### config.mk
export PLATFORM = sky130hd
export DESIGN_NAME = inst_mem_loader
export DESIGN_NICKNAME = d
export VERILOG_FILES = /design/src/rtl/inst_mem_loader.sv
export SDC_FILE = /design/constraint.sdc
export NUM_CORES = 1
export LEC_CHECK = 0
export BUFFER_PORTS_ARGS = -buffer_cell sky130_fd_sc_hd__buf_2
export CORE_AREA = 10 10 135 137
export CTS_CLUSTER_DIAMETER = 200
export DETAILED_ROUTE_END_ITERATION = 7
export DIE_AREA = 0 0 145 147
export GPL_ROUTABILITY_DRIVEN = 1
export GPL_TIMING_DRIVEN = 0
export PLACE_DENSITY = 0.54
export SKIP_CTS_REPAIR_TIMING = 1
export SYNTH_ARGS = -nofsm -noshare
export SYNTH_HDL_FRONTEND = slang
export SYNTH_SLANG_ARGS = --single-unit
### constraint.sdc
create_clock -name clk -period 2.4 [get_ports clk]
set_input_delay 0.36 -clock clk [delete_from_list [all_inputs] [get_ports clk]]
set_output_delay 0.36 -clock clk [all_outputs]
set_load 0.05 [all_outputs]
### src/rtl/inst_mem_loader.sv
// rtl/inst_mem_loader.sv - boot-time instruction memory loader with checksum and core hold
module inst_mem_loader #(
    parameter logic [31:0] BASE_ADDR = 32'h0000_0000,
    parameter int          DEPTH     = 1024
) (
    input  logic        clk,
    input  logic        rst,
    input  logic        in_valid,
    input  logic [7:0]  in_data,
    output logic        in_ready,
    output logic        mem_we,
    output logic [31:0] mem_addr,
    output logic [31:0] mem_wdata,
    output logic        cpu_hold,
    output logic        done,
    output logic        err
);

    typedef enum logic [2:0] {
        HDR0 = 3'd0,
        HDR1 = 3'd1,
        DATA = 3'd2,
        CSUM = 3'd3,
        RUN  = 3'd4,
        ERR  = 3'd5
    } state_t;

    state_t      state_q, state_d;
    logic [15:0] count_q, count_d;
    logic [15:0] idx_q, idx_d;
    logic [1:0]  lane_q, lane_d;
    logic [23:0] word_q, word_d;
    logic [7:0]  csum_q, csum_d;
    logic        mem_we_q, mem_we_d;
    logic [31:0] mem_addr_q, mem_addr_d;
    logic [31:0] mem_wdata_q, mem_wdata_d;

    logic        accepting;
    logic        accept;
    logic [15:0] hdr_count;

    // Byte acceptance depends only on state (and reset), never on in_valid.
    always_comb begin
        accepting = (state_q == HDR0) || (state_q == HDR1) ||
                    (state_q == DATA) || (state_q == CSUM);
    end

    assign in_ready  = rst & accepting;
    assign accept    = in_valid & in_ready;
    assign hdr_count = {count_q[15:8], in_data};

    // Next-state, datapath and write-strobe computation.
    always_comb begin
        state_d     = state_q;
        count_d     = count_q;
        idx_d       = idx_q;
        lane_d      = lane_q;
        word_d      = word_q;
        csum_d      = csum_q;
        mem_we_d    = 1'b0;
        mem_addr_d  = mem_addr_q;
        mem_wdata_d = mem_wdata_q;

        if (accept) begin
            // Every frame byte except the checksum itself feeds the running XOR.
            if (state_q != CSUM) begin
                csum_d = csum_q ^ in_data;
            end
            unique case (state_q)
                HDR0: begin
                    count_d = {in_data, 8'h00};
                    state_d = HDR1;
                end
                HDR1: begin
                    count_d = hdr_count;
                    if ({16'h0000, hdr_count} > 32'(DEPTH)) begin
                        state_d = ERR;
                    end else if (hdr_count == 16'h0000) begin
                        state_d = CSUM;
                    end else begin
                        state_d = DATA;
                    end
                end
                DATA: begin
                    lane_d = lane_q + 2'd1;
                    word_d = {word_q[15:0], in_data};
                    if (lane_q == 2'd3) begin
                        // Fourth byte completes the word: strobe it out next cycle.
                        mem_we_d    = 1'b1;
                        mem_wdata_d = {word_q, in_data};
                        mem_addr_d  = BASE_ADDR + {14'h0000, idx_q, 2'b00};
                        idx_d       = idx_q + 16'd1;
                        if (idx_q + 16'd1 == count_q) begin
                            state_d = CSUM;
                        end
                    end
                end
                CSUM: begin
                    state_d = (in_data == csum_q) ? RUN : ERR;
                end
                default: begin
                    state_d = state_q;
                end
            endcase
        end
    end

    // State and datapath registers; asynchronous active-low reset abandons any frame.
    always_ff @(posedge clk or negedge rst) begin
        if (!rst) begin
            state_q     <= HDR0;
            count_q     <= 16'h0000;
            idx_q       <= 16'h0000;
            lane_q      <= 2'd0;
            word_q      <= 24'h000000;
            csum_q      <= 8'h00;
            mem_we_q    <= 1'b0;
            mem_addr_q  <= BASE_ADDR;
            mem_wdata_q <= 32'h0000_0000;
        end else begin
            state_q     <= state_d;
            count_q     <= count_d;
            idx_q       <= idx_d;
            lane_q      <= lane_d;
            word_q      <= word_d;
            csum_q      <= csum_d;
            mem_we_q    <= mem_we_d;
            mem_addr_q  <= mem_addr_d;
            mem_wdata_q <= mem_wdata_d;
        end
    end

    assign mem_we    = mem_we_q;
    assign mem_addr  = mem_addr_q;
    assign mem_wdata = mem_wdata_q;
    assign done      = (state_q == RUN);
    assign err       = (state_q == ERR);
    assign cpu_hold  = (state_q != RUN);

endmodule

==> flow_metrics.py <==
metrics = {
    "flow_run": {
        "max_cap_violations": 0,
    },
    "timing": {
        "fin_ws_ns": -0.05042,
        "grt_setup_unrepaired": "yes",
        "fin_worst_skew_ns": 0.004990,
        "worst_slew_pin_slew_ns": 0.6964,
        "hold_viol_final": 0,
        "fmax_mhz": 408.1,
        "setup_tns_ns": -0.05042,
        "setup_viol_count_final": 1,
        "fin_crit_sh_pct": 102.1,
        "min_period_ns": 2.450,
        "max_slew_margin_pct": 53.40,
        "final_max_slew_viol_count": 0,
    },
    "synth": {
        "synth-seq-area-share_pct": 55.33,
        "avgSynthCellArea_um2": 11.05,
        "netlist_instances": 483,
        "ys_ff_latch": 118,
        "synth_top_area_share_pct": 55.33,
        "synth_edf_count": 0,
        "synth_cell_type_count": 46,
        "synth_flop_cell": "dfrtp_1",
        "yosysTopAreaCell": "dfrtp_1",
        "synth_area_leaders": "dfrtp_1 (55%), mux2_2 (12%), nand2_1 (8.0%)",
        "yosysMostFrequentCell": "dfrtp_1",
        "async_reset_ff_share_pct": 100.0,
        "ys_warn_count": 0,
        "synthTopCellsByCount": "dfrtp_1 (118), nand2_1 (114), mux2_2 (56)",
        "netlist_area_mm2": 0.005336,
    },
    "routing": {
        "dr.pass1.iters": 4,
        "routed_wl_um": 12280,
        "vias": 3710,
        "vias_per_cell": 4.530,
        "drtIter0Drc": 239,
        "wl_per_cell_um": 14.99,
        "drc": 0,
        "ant_nets": 0,
    },
    "power_and_ir_drop": {
        "peakVddDrop_mv": 0.5163,
        "p_leak_uw": 0.003464,
        "power_density_mw_per_mm2": 931.8,
    },
    "place": {
        "dp_cells": 778,
        "place_area_mm2": 0.006017,
        "globalplace.congestion": 0.9027,
        "dpl.hpwl_um": 8858,
        "port-buffer-count": 63,
    },
    "clock_network": {
        "ctsRootBufferMaster": "clkbuf_16",
        "htree_levels": 4,
        "cts_tree": "done",
        "clockBufferDepth": 2,
        "clk-insertion-delay-late_ns": 0.41,
        "cts-buffers-inserted": 17,
        "clock_sinks": 118,
        "path_clk_slew_ns": 0.06,
    },
    "worst_setup_path": {
        "critical_path.max_fanout": 7,
        "critPathArrivalTime_ns": 2.79,
        "critical_path_class": "register to register",
        "crit_path_start_kind": "register",
        "cp_data_required_time_ns": 2.74,
        "r2r-start": "idx_q[3]",
        "critPathLaunch": "idx_q[3]",
        "critPathCaptureType": "register",
    },
    "grt": {
        "grt_pass1_wl_um": 20600,
        "grt_pass1_vias": 3918,
        "overflow": 0,
        "antenna_found_initial": 0,
        "grt_max_degree": 88,
        "grt_use_total_pct": 12.08,
    },
    "floorplan": {
        "initial_core_util_pct": 34.21,
        "dieArea_mm2": 0.02132,
        "rows": 46,
        "dieWidth_um": 145,
        "dieHeight_um": 147,
        "ios": 80,
        "core_mm2": 0.01560,
    },
    "status": {
        "status": "finished with violations",
        "violations": "negative setup slack",
    },
    "finish": {
        "antenna_cells": 0,
        "area_delta_synth_final_pct": 28.07,
        "final_cell_count_no_fill": 819,
        "nNetsFinal": 603,
        "utilization_pct": 43.82,
        "fin_area_mm2": 0.006834,
        "drive_above_1_share_pct": 34.49,
    },
    "min_path": {
        "hold_path.class": "input port to register",
        "min_from": "in_data[2]",
    },
}
## placed cells by master, fill, tap and decap left out, types with 7 or more instances in the layout
cell type  instances
nand3_1           10
mux2_2            56
xor2_1            15
buf_4             23
clkbuf_2           7
nand4_1            7
buf_2             65
conb_1            16
clkbuf_16         17
o21ai_0           13
nand2_1          114
xnor2_1           34
dfrtp_1          116
nand2b_1           7
nor2_1            11
## layout make-up
type	count	area, um^2
fillers	1466	8763
flip-flops and latches	118	2955
multi-input cells	337	2257
clock buffers	21	470.5
repair buffers	73	431.7
well taps	216	270.3
plain buffers	37	230.2
clock inverters	11	196.4
inverters	6	22.52
## final timing paths
kind | to | slack (ns) | cells past startpoint
setup / recovery | state_q[0] | -0.05 | 8
hold / removal | count_q[2] | 0.27 | 3
setup reg to reg | state_q[0] | -0.05 | 8
hold reg to reg | mem_wdata[13] | 0.47 | 2
max in group asynchronous | idx_q[0] | 1.34 | 3
min in group asynchronous | state_q[2] | 0.60 | 3
## kinds of logic after synthesis
kind of cell	count (synthesis)	synth area share [%]
AO/OA/AOI/OAI	31	3.728
XOR/XNOR	50	8.206
adder cells (fa/ha/maj)	2	0.4689
buffers and inverters	43	4.291
flip-flops	118	55.33
multiplexers	57	12.00
other	1	0.07027
AND/OR/NAND/NOR	181	15.90
## where the power goes
part / leakage, uW / internal [uW] / total, uW / switching, uW
registers: 0.00159 / 2250 / 2510 / 266
clock network: 0.000319 / 1930 / 2820 / 895
logic: 0.00155 / 461 / 1030 / 572
## per-stage QoR
step / hold WS (ns) / power, uW / setup WS, ns
after floorplan: 0.06441 / 3282 / 0.003260
after global placement: 0.4580 / 3534 / -2.375
after detailed placement: 0.2694 / 3567 / -0.4948
after CTS: -0.1768 / 6427 / -0.4133
after global routing: 0.2882 / 6669 / -0.1588
final: 0.2737 / 6368 / -0.05042
## critical path, stage by stage (launching register included)
cell	delay, ns
dfrtp_1	0.47
and4_4	0.30
nand2_4	0.07
buf_4	0.14
o21ai_1	0.10
o21ai_1	0.07
or4_1	0.51
or4_4	0.57
a22oi_2	0.13
## registers in the layout, summed over array words and instances (netlist names)
| name | flops |
|---|---|
| word_q | 24 |
| mem_we | 1 |
| mem_wdata | 32 |
| csum_q | 8 |
| mem_addr | 16 |
| lane_q | 2 |
| count_q | 16 |
| state_q | 3 |
| idx_q | 16 |
## layer usage
| layer | vias to the layer above | GRT usage, % | part of all wire [%] |
|---|---|---|---|
| li1 | 1802 | - | - |
| met1 | 1813 | 15.20 | 47 |
| met2 | 72 | 18.66 | 47 |
| met3 | 23 | 3.593 | 3.7 |
| met4 | 0 | 5.720 | 2.0 |
| met5 | - | 0 | 0 |
No activity file was read; power rests on OpenSTA's default activity.
